File: config.mk
export PLATFORM = sky130hd
export DESIGN_NAME = pulse_period_monitor
export DESIGN_NICKNAME = d
export VERILOG_FILES = /design/src/rtl/pulse_period_monitor.sv
export SDC_FILE = /design/constraint.sdc
export NUM_CORES = 1
export LEC_CHECK = 0
export ABC_AREA = 0
export CAP_MARGIN = 5
export CORE_MARGIN = 2
export CORE_UTILIZATION = 55
export DETAILED_ROUTE_END_ITERATION = 10
export GPL_ROUTABILITY_DRIVEN = 0
export HOLD_SLACK_MARGIN = 0.03
export PLACE_DENSITY = 0.82
export REMOVE_ABC_BUFFERS = 1
export SLEW_MARGIN = 30
export SYNTH_ARGS = -nofsm -noshare
export SYNTH_HDL_FRONTEND = slang
export SYNTH_SLANG_ARGS = --single-unit
export TNS_END_PERCENT = 5
File: constraint.sdc
create_clock -name clk -period 2.85 [get_ports clk]
set_input_delay 0.855 -clock clk [delete_from_list [all_inputs] [get_ports clk]]
set_output_delay 0.855 -clock clk [all_outputs]
set_load 0.02 [all_outputs]
File: src/rtl/pulse_period_monitor.sv
// Receive-side checker for a periodic one-cycle pulse train: tracks spacing,
// declares lock after LOCK good periods, and latches early/late faults.
module pulse_period_monitor #(
  parameter int unsigned N     = 20000,
  parameter int unsigned CBITS = 15,
  parameter int unsigned LOCK  = 3
) (
  input  logic       clk,
  input  logic       rst,
  input  logic       sig,
  input  logic       clr,
  output logic       locked,
  output logic       fault,
  output logic       fault_late,
  output logic [1:0] state,
  output logic [7:0] fault_cnt
);

  typedef enum logic [1:0] {
    IDLE   = 2'b00,
    TRACK  = 2'b01,
    LOCKED = 2'b10,
    FAULT  = 2'b11
  } state_t;

  localparam logic [CBITS-1:0] CNT_MAX  = CBITS'(N);
  localparam logic [7:0]       GOOD_MAX = 8'(LOCK);

  state_t           r_state;
  logic [CBITS-1:0] r_cnt;
  logic [7:0]       r_good;
  logic             r_locked;
  logic             r_fault;
  logic             r_fault_late;
  logic [7:0]       r_fault_cnt;

  logic [7:0]       w_good_next;
  logic [7:0]       w_fault_cnt_next;
  logic             w_at_max;

  // Saturating next values for the good-period and fault counters
  always_comb begin
    w_good_next      = (r_good >= GOOD_MAX) ? GOOD_MAX : r_good + 8'd1;
    w_fault_cnt_next = (r_fault_cnt == 8'hFF) ? r_fault_cnt : r_fault_cnt + 8'd1;
    w_at_max         = (r_cnt == CNT_MAX);
  end

  always_ff @(posedge clk or negedge rst) begin
    if (!rst) begin
      r_state      <= IDLE;
      r_cnt        <= '0;
      r_good       <= '0;
      r_locked     <= 1'b0;
      r_fault      <= 1'b0;
      r_fault_late <= 1'b0;
      r_fault_cnt  <= '0;
    end else if (clr) begin
      // Re-arm: any pulse on this edge is dropped
      r_state  <= IDLE;
      r_cnt    <= '0;
      r_good   <= '0;
      r_locked <= 1'b0;
      r_fault  <= 1'b0;
    end else begin
      case (r_state)
        IDLE: begin
          if (sig) begin
            r_state <= TRACK;
            r_cnt   <= '0;
            r_good  <= '0;
          end
        end
        TRACK, LOCKED: begin
          if (sig) begin
            if (w_at_max) begin
              r_cnt  <= '0;
              r_good <= w_good_next;
              if (w_good_next == GOOD_MAX) begin
                r_state  <= LOCKED;
                r_locked <= 1'b1;
              end else begin
                r_state  <= TRACK;
              end
            end else begin
              r_state      <= FAULT;
              r_fault      <= 1'b1;
              r_fault_late <= 1'b0;
              r_locked     <= 1'b0;
              r_cnt        <= '0;
              r_good       <= '0;
              r_fault_cnt  <= w_fault_cnt_next;
            end
          end else if (w_at_max) begin
            // Expected pulse did not arrive
            r_state      <= FAULT;
            r_fault      <= 1'b1;
            r_fault_late <= 1'b1;
            r_locked     <= 1'b0;
            r_cnt        <= '0;
            r_good       <= '0;
            r_fault_cnt  <= w_fault_cnt_next;
          end else begin
            r_cnt <= r_cnt + CBITS'(1);
          end
        end
        default: begin
          r_cnt    <= '0;
          r_good   <= '0;
          r_locked <= 1'b0;
          r_fault  <= 1'b1;
        end
      endcase
    end
  end

  assign locked     = r_locked;
  assign fault      = r_fault;
  assign fault_late = r_fault_late;
  assign state      = r_state;
  assign fault_cnt  = r_fault_cnt;

endmodule

Yosys cells after proc, flatten, opt, wreduce, memory -nomap -nowiden
Cells that the tools add are included.
{"block": "totals", "ff_bits": 36, "inputBits": 4, "out_inout_bits": 13}
{"block": "classes", "add_sub_neg": 3, "n_eq_ne": 11, "muxes": 36, "n_bitwise": 1, "order_cmp": 1, "n_reduce_logical": 9}
{"cell": "8-bit two-way mux", "n": 10}
{"cell": "15-bit two-way mux", "n": 4}
{"cell": "15-bit case mux with 2 select lines", "n": 1}
{"cell": "8-bit by 1-bit adder with 8-bit output (second input constant)", "n": 2}
{"cell": "8-bit case mux with 2 select lines", "n": 1}
{"cell": "15-bit by 1-bit adder with 15-bit output (second input constant)", "n": 1}
{"cell": "15-bit equality test (second input constant)", "n": 1}
{"cell": "2-bit two-way mux", "n": 6}
{"cell": "1-bit two-way mux", "n": 11}
{"cell": "3-bit AND reduction", "n": 3}
{"cell": "8-bit by 2-bit equality test with 1-bit output (second input constant)", "n": 1}
{"cell": "8-bit equality test (second input constant)", "n": 1}
{"cell": "8-bit by 2-bit >= comparator with 1-bit output (second input constant)", "n": 1}
{"cell": "4-bit != test (second input constant)", "n": 2}
{"cell": "5-bit != test (second input constant)", "n": 1}
{"cell": "2-bit != test (second input constant)", "n": 2}
{"cell": "1-bit case mux with 2 select lines", "n": 2}
{"cell": "2-bit case mux with 2 select lines", "n": 1}
{"cell": "4-bit AND reduction", "n": 1}
{"cell": "3-bit != test (second input constant)", "n": 1}
{"cell": "3-bit nonzero test", "n": 1}
{"cell": "2-bit by 1-bit equality test with 1-bit output (second input constant)", "n": 1}
{"cell": "2-bit equality test (second input constant)", "n": 1}
{"cell": "2-bit zero test", "n": 1}
{"cell": "4 further kinds", "n": 4}

Longest topological paths before layout
Gate-level depths: netlist (run 1).
{"block": "depth", "ltp_word": 8, "ltp_mapped": 9, "depth_no_buf": 9}

Worst setup path after synthesis (run 1)
Ideal clock, no wire load.
{"block": "synth_timing", "path_type": "register to register", "startpoint": "register r_cnt[8]", "endpoint": "register r_fault_cnt[1], in the netlist fault_cnt[1]", "slack_ps": 345, "period_less_slack_ps": 2505, "path_stages_with_launch": 7, "n_path_buf": 0, "t_arrival_ps": 2380, "cell_sequence": "dfrtp_1 or4b_4 nor4_4 ha_1 nand2_1 a41oi_1 mux2_2"}
{"block": "synth_between", "elab_chain_cells": 3, "word_cells_on_any_way": 4, "cone_classes": "2 x eq/ne; 2 x reduce/logical"}
{"item": "start, declared", "line_no": "30", "text": "logic [CBITS-1:0] r_cnt;"}
{"item": "start signal, assigned", "line_no": "103", "text": "r_cnt <= r_cnt + CBITS'(1);"}
{"item": "15-bit equality test *", "line_no": "45", "text": "w_at_max = (r_cnt == CNT_MAX);"}
{"item": "2-bit != test (no source line) / 2-bit nonzero test (equally long branches)"}
{"item": "4-bit AND reduction (no source line) *"}
{"item": "end signal, assigned", "line_no": "91", "text": "r_fault_cnt <= w_fault_cnt_next;"}
{"item": "end signal, assigned", "line_no": "101", "text": "r_fault_cnt <= w_fault_cnt_next;"}
{"item": "end, declared", "line_no": "35", "text": "logic [7:0] r_fault_cnt;"}
Every way passes the cells marked *; elsewhere a longest branch is shown, timed or not.
A chain may end at the register's enable or synchronous reset.

Worst setup path in the final report (run 1)
{"block": "layout_timing", "startpoint": "register r_cnt[8]", "endpoint": "register r_fault_late, in the netlist fault_late"}
{"block": "layout_between", "elab_chain_cells": 3, "word_cells_on_any_way": 4, "cone_classes": "2 x eq/ne; 2 x reduce/logical"}
{"item": "15-bit equality test *", "line_no": "45"}
{"item": "2-bit != test (no source line) / 2-bit nonzero test (equally long branches)"}
{"item": "4-bit AND reduction (no source line) *"}
{"item": "end signal, assigned", "line_no": "55", "text": "r_fault_late <= 1'b0;"}
{"item": "end signal, assigned", "line_no": "87", "text": "r_fault_late <= 1'b0;"}
{"item": "end signal, assigned", "line_no": "97", "text": "r_fault_late <= 1'b1;"}
{"item": "end, declared", "line_no": "34", "text": "logic r_fault_late;"}
Marks and branches as above.

==> impl_metrics.yaml, run 1 <==
outcome:
  outcome: "finished clean"
clock_tree:
  postCtsSetupBuffers: 0
  cts_max_level: 2
  clock_latency_ps: 340
  cts_resized: 0
  cts.sinks: 36
  clk_pin_slew_ps: 110
  tritoncts: "done"
  cts_buffer_depth: 2
  cts_buffers: 5
  clock-root-buffer: "clkbuf_4"
  holdBufCountCts: 0
setup_path:
  r2r_setup_slack_ps: 320
  critPathLaunch: "r_cnt[8]$_DFFE_PN0P_"
  critPathSlowestCell: "or4b_4"
  r2r-end: "fault_late$_DFFE_PN0P_"
  cp_num_buf_inv: 2
  slowest_delay_ps: 580
  crit_fanout: 7
  r2r_cells: 7
  crit_cells: 7
  cp_top_family: "simple AND/OR/NAND/NOR gates"
  arrival_ps: 2750
  worstSetupPathType: "register to register"
  endpoint: "fault_late$_DFFE_PN0P_"
  r2r-start: "r_cnt[8]$_DFFE_PN0P_"
  cp-start-kind: "register"
  required_ps: 3070
  worstPathCellList: "or4b_4 -> nor4_4 -> buf_4 -> inv_2 -> ha_1 -> nor3_1 -> mux2_2"
  worstSetupEndpointType: "register"
sta:
  rsz0062_at_grt: "no"
  maxSlewViolCount: 0
  slew_headroom: 0.5263
  fin_skew_ps: 11.76
  min_period_ps: 2530
  setup_viol: 0
  fin_crit_sh: 0.8878
  hold_violations: 0
  fmaxAchievable_mhz: 395.2
  worst_pin_slew_ps: 709.0
  setup_tns_ps: 0
final_layout:
  drive_above_1_share: 0.1250
  fillCellCount: 253
  areaGrowthSynthToFinish_pct: 16.60
  stdcell_area_um2: 2127
  antenna_cells: 0
  register_area_um2: 900.9
  multi_input_area_um2: 877.1
  nets: 210
grt:
  grtUsageTotal: 0.2210
  grt_overflow: 0
  grt_max_degree: 37
  antenna_found_initial: 0
  grt_pass1_wl_um: 6016
  grt_pass1_vias: 1427
placement:
  place_area_um2: 2068
  port_buffers: 16
  hpwlAfterDp_um: 2615
drt:
  drtIter0Drc: 72
  routed_wl_um: 3574
  wire_per_inst_um: 14.65
  drc: 0
  vias_per_cell: 5.680
  met1_length_um: 1488
  wl_met3_um: 185
  detail_route.first_pass.iterations: 4
  ant_nets: 0
  dr.max_layer_used: "met4"
  dr_wl_met2_um: 1808
  via_count: 1386
power:
  power_mw: 1.332
  cellPowerDensity_nw_per_um2: 626.4
  ir_drop_uv: 508.8
  power.leakage_nw: 0.8931
die:
  rows: 20
  die_w_um: 61.59
  die_area_um2: 3793
  start_util: 0.5879
  io_pins: 17
  core_area_um2: 3103
  dieHeight_um: 61.59
run:
  cap_violations: 0
yosys:
  synth_top_area_share: 0.4938
  synthArstFlopShare: 1.000
  syn_area_per_cell_um2: 10.61
  synth_cell_types: 43
  synth-seq-area-share: 0.4938
  synth_warnings: 0
  synthTopCellsByCount: "dfrtp_1, nand2_1, nor2_1"
  netlist_instances: 172
  synth_edf_count: 0
  synth-seq-cells: 36
  synth_top_area_cell: "dfrtp_1"
  syn_area_um2: 1824
  synthFlopType: "dfrtp_1"
  yosys-top-cells-area: "dfrtp_1, xnor2_1, ha_1, xor2_1, nand2_1"
  yosysMostFrequentCell: "dfrtp_1"
hold_path:
  hp-class: "register to register"
==> cell families (layout without fill, tap and decap cells) <==
logic type	after synthesis	after routing	synth area share
AND/OR/NAND/NOR	76	76	0.2400
multiplexers	2	2	0.01234
adder cells (fa/ha/maj)	7	7	0.04801
AO/OA/AOI/OAI	22	22	0.08917
flip-flops	36	36	0.4938
XOR/XNOR	19	19	0.09122
buffers and inverters	10	38	0.02537
==> area by class of cell <==
type,instances,area share
multi-input cells,126,0.4124
well taps,44,0.02588
flip-flops and latches,36,0.4235
repair buffers,22,0.09647
clock buffers,8,0.02765
inverters,8,0.01412
==> layer usage <==
metal | GRT usage | vias up
met1 | 0.2595 | 679
li1 | - | 653
met3 | 0.07143 | 12
met2 | 0.3594 | 42
met4 | 0.1185 | 0
met5 | 0 | -
==> how the worst min path moves through the flow <==
stage / cells past startpoint / from / endpoint / slack [ps]
floorplan: 1 / r_good[4]$_DFFE_PN0P_ / r_good[4]$_DFFE_PN0P_ / 440
global placement: 1 / r_good[4]$_DFFE_PN0P_ / r_good[4]$_DFFE_PN0P_ / 460
detailed placement: 1 / r_good[3]$_DFFE_PN0P_ / r_good[3]$_DFFE_PN0P_ / 470
CTS: 1 / r_good[3]$_DFFE_PN0P_ / r_good[3]$_DFFE_PN0P_ / 500
global route: 1 / fault_cnt[7]$_DFFE_PN0P_ / fault_cnt[7]$_DFFE_PN0P_ / 530
finish: 1 / r_good[3]$_DFFE_PN0P_ / r_good[3]$_DFFE_PN0P_ / 500
==> layout by cell type, fill, tap and decap left out, types with 4 or more instances in the layout <==
cell type / instances
inv_1: 7
buf_4: 6
clkdlybuf4s50_1: 16
xnor2_1: 12
nand4_1: 5
nor2_2: 5
nand2_1: 15
nand3_1: 4
nor2_1: 14
ha_1: 7
xor2_1: 7
dfrtp_1: 36
nand2b_1: 4
and2_1: 6
nor4_1: 4
a21oi_1: 7
clkbuf_4: 5
==> registers in the layout, indices dropped and copies added, names as in the netlist <==
| signal | flops |
|---|---|
| fault | 1 |
| fault_cnt | 8 |
| fault_late | 1 |
| r_cnt | 15 |
| r_good | 8 |
| locked | 1 |
| state | 2 |
==> through the flow <==
stage / hold slack (ps) / std cells / utilization / setup WS, ps
global placement: 461.5 / 236 / 0.6665 / 233.5
detailed placement: 471.1 / 236 / 0.6665 / 147.4
CTS: 497.6 / 244 / 0.6855 / 324.9
global route: 525.8 / 244 / 0.6855 / 249.1
floorplan: 444.6 / 170 / - / 345.1
finish: 498.0 / 244 / 0.6855 / 319.8
==> worst reg2reg max path, cell delays in order (launching register included) <==
cell	delay, ps
dfrtp_1	450
or4b_4	580
nor4_4	350
buf_4	210
inv_2	60
ha_1	180
nor3_1	220
mux2_2	360
==> where the power goes <==
group / switching (mW) / internal [mW]
sequential: 0.0517 / 0.561
combinational: 0.241 / 0.196
clock: 0.160 / 0.122
Note: power is estimated with default switching activity, not from simulation.
==> run 2, diff against run 1 <==
--- a/config.mk
+++ b/config.mk
@@ -11,7 +11,6 @@
 export CORE_UTILIZATION = 55
 export DETAILED_ROUTE_END_ITERATION = 10
 export GPL_ROUTABILITY_DRIVEN = 0
-export HOLD_SLACK_MARGIN = 0.03
 export PLACE_DENSITY = 0.82
 export REMOVE_ABC_BUFFERS = 1
 export SLEW_MARGIN = 30
==> results of run 2 <==
No change in the layout: final DEF, timing and power equal those of run 1.
==> run 3, diff against run 2 <==
--- a/config.mk
+++ b/config.mk
@@ -7,11 +7,12 @@
 export LEC_CHECK = 0
 export ABC_AREA = 0
 export CAP_MARGIN = 5
+export CORE_ASPECT_RATIO = 2
 export CORE_MARGIN = 2
-export CORE_UTILIZATION = 55
+export CORE_UTILIZATION = 51
 export DETAILED_ROUTE_END_ITERATION = 10
 export GPL_ROUTABILITY_DRIVEN = 0
-export PLACE_DENSITY = 0.82
+export PLACE_DENSITY = 0.8
 export REMOVE_ABC_BUFFERS = 1
 export SLEW_MARGIN = 30
 export SYNTH_ARGS = -nofsm -noshare
==> constraint.sdc (replaced) <==
create_clock -name clk -period 2 [get_ports clk]
set_input_delay 0.6 -clock clk [delete_from_list [all_inputs] [get_ports clk]]
set_output_delay 0.6 -clock clk [all_outputs]
set_load 0.02 [all_outputs]
==> impl_metrics.yaml, run 3 (synthesis results as in run 1) <==
outcome:
  outcome: "finished, violations left"
  violations: "setup timing"
sta:
  fin_crit_sh: 1.182
  fin_skew_ps: 4.121
  worst_pin_slew_ps: 449.9
  setup_viol: 35
  fmaxAchievable_mhz: 423.1
  min_period_ps: 2364
  maxSlewViolCount: 0
  rsz0062_at_grt: "yes"
  slew_headroom: 0.7001
  setup_tns_ps: -6096
  hold_violations: 0
  fin_ws_ps: -363.5
grt:
  grt_pass1_vias: 1694
  grt_pass1_wl_um: 7258
  antenna_found_initial: 0
  grt_max_degree: 37
  grt_overflow: 0
  grtUsageTotal: 0.2481
setup_path:
  cp_top_family: "simple AND/OR/NAND/NOR gates"
  r2r-start: "r_cnt[1]$_DFFE_PN0P_"
  cp_num_buf_inv: 2
  r2r_cells: 9
  crit_top_cell: "ha_1"
  worstPathCellList: "inv_1 -> ha_1 -> or4b_4 -> nor4_4 -> ha_1 -> nand2_2 -> a41oi_2 -> buf_6 -> mux2_2"
  required_ps: 2180
  critPathSlowestCell: "or4b_4"
  arrival_ps: 2550
  worstSetupEndpointType: "register"
  critPathLaunch: "r_cnt[1]$_DFFE_PN0P_"
  slowest_delay_ps: 480
  worstSetupPathType: "register to register"
  r2r_setup_slack_ps: -360
  r2r-end: "fault_cnt[1]$_DFFE_PN0P_"
  crit_fanout: 6
  cp-start-kind: "register"
final_layout:
  postLayoutCoreUtil: 0.7322
  stdcell_count: 276
  drive_above_1_share: 0.3026
  largest_register_ffs: 15
  antenna_cells: 0
  final_common_cell: "dfrtp_1"
  final_cell_mix: "dfrtp_1, buf_4, nand2_1, nor2_1, clkdlybuf4s50_1"
  areaGrowthSynthToFinish_pct: 37.11
  stdcell_area_um2: 2501
  nets: 238
  regMostFlops: "r_cnt"
clock_tree:
  postCtsSetupBuffers: 0
  cts_max_level: 2
  cts_buffer_depth: 2
  cts_buffers: 5
  holdBufCountCts: 0
  clk_pin_slew_ps: 70
  clock-root-buffer: "clkbuf_8"
  clock_latency_ps: 300
  tritoncts: "done"
  cts.sinks: 36
placement:
  dp_cells: 268
  place_area_um2: 2296
  hpwlAfterDp_um: 3091
  port_buffers: 16
hold_path:
  hp-class: "register to register"
  holdPathStages: 1
  min_to: "r_good[2]$_DFFE_PN0P_"
  min-delay-start: "r_good[2]$_DFFE_PN0P_"
die:
  dieHeight_um: 88.58
  rows: 30
  io_pins: 17
  start_util: 0.5341
  core_area_um2: 3416
  die_w_um: 46.29
  die_area_um2: 4100
drt:
  routed_wl_um: 4591
  vias_per_cell: 5.641
  drtIter0Drc: 23
  detail_route.first_pass.iterations: 4
  drc: 0
  via_count: 1557
  wire_per_inst_um: 16.63
  ant_nets: 0
run:
  cap_violations: 0
power:
  ir_drop_uv: 885.2
  seqPwrFrac: 0.392
  power.leakage_nw: 1.124
  pwr-share-clk: 0.245
  cellPowerDensity_nw_per_um2: 886.4
  p_switching_mw: 0.7504
  combPwrFrac: 0.364
  power_mw: 2.217
  internal_power_mw: 1.467
  swShare: 0.3385
## run 3: layout make-up
cell class	count	area, um^2
inverters	8	30.03
well taps	48	60.06
clock inverters	2	10.01
flip-flops and latches	36	900.9
fillers	220	914.6
clock buffers	6	82.58
repair buffers	50	446.7
multi-input cells	126	970.9
## run 3: metrics by stage
step / setup WS [ps] / hold WS [ps]
after detailed placement: -434.3 / 463.8
final: -363.5 / 480.1
after floorplan: -504.9 / 304.4
after CTS: -361.3 / 485.4
after global routing: -439.8 / 497.4
after global placement: -339.9 / 460.6
## run 3: worst max path at each step
stage,end,depth (start not counted)
2_1_floorplan,fault_cnt[1]$_DFFE_PN0P_,6
3_3_place_gp,r_cnt[13]$_DFFE_PN0P_,5
3_5_place_dp,fault_late$_DFFE_PN0P_,9
4_1_cts,fault_late$_DFFE_PN0P_,9
5_1_grt,fault_cnt[1]$_DFFE_PN0P_,9
6_report,fault_cnt[1]$_DFFE_PN0P_,9
## run 3: worst reg2reg max path, stage by stage, from the launching register on
cell	delay (ps)
dfrtp_1	390
inv_1	70
ha_1	150
or4b_4	480
nor4_4	210
ha_1	200
nand2_2	80
a41oi_2	200
buf_6	150
mux2_2	320
## run 3: power by group through the flow
stage               Sequential, mW  Clock, mW  Combinational [mW]
global placement             0.875          0               0.706
floorplan                    0.958          0               0.290
global route                 0.878      0.581               0.861
detailed placement           0.880          0               0.734
finish                       0.869      0.542               0.806
CTS                          0.868      0.548               0.774
## run 3: timing repair
action / 4_1_cts / 5_1_grt
endpoints found under the setup margin: 35 / 38
pin swaps: 5 / 2
resized for setup: 10 / 13
## run 3: routing by layer
metal | track usage | wire (um)
met5 | 0 | 0
met3 | 0.05306 | 118
met1 | 0.2520 | 1635
met2 | 0.4318 | 2715
met4 | 0.1558 | 122
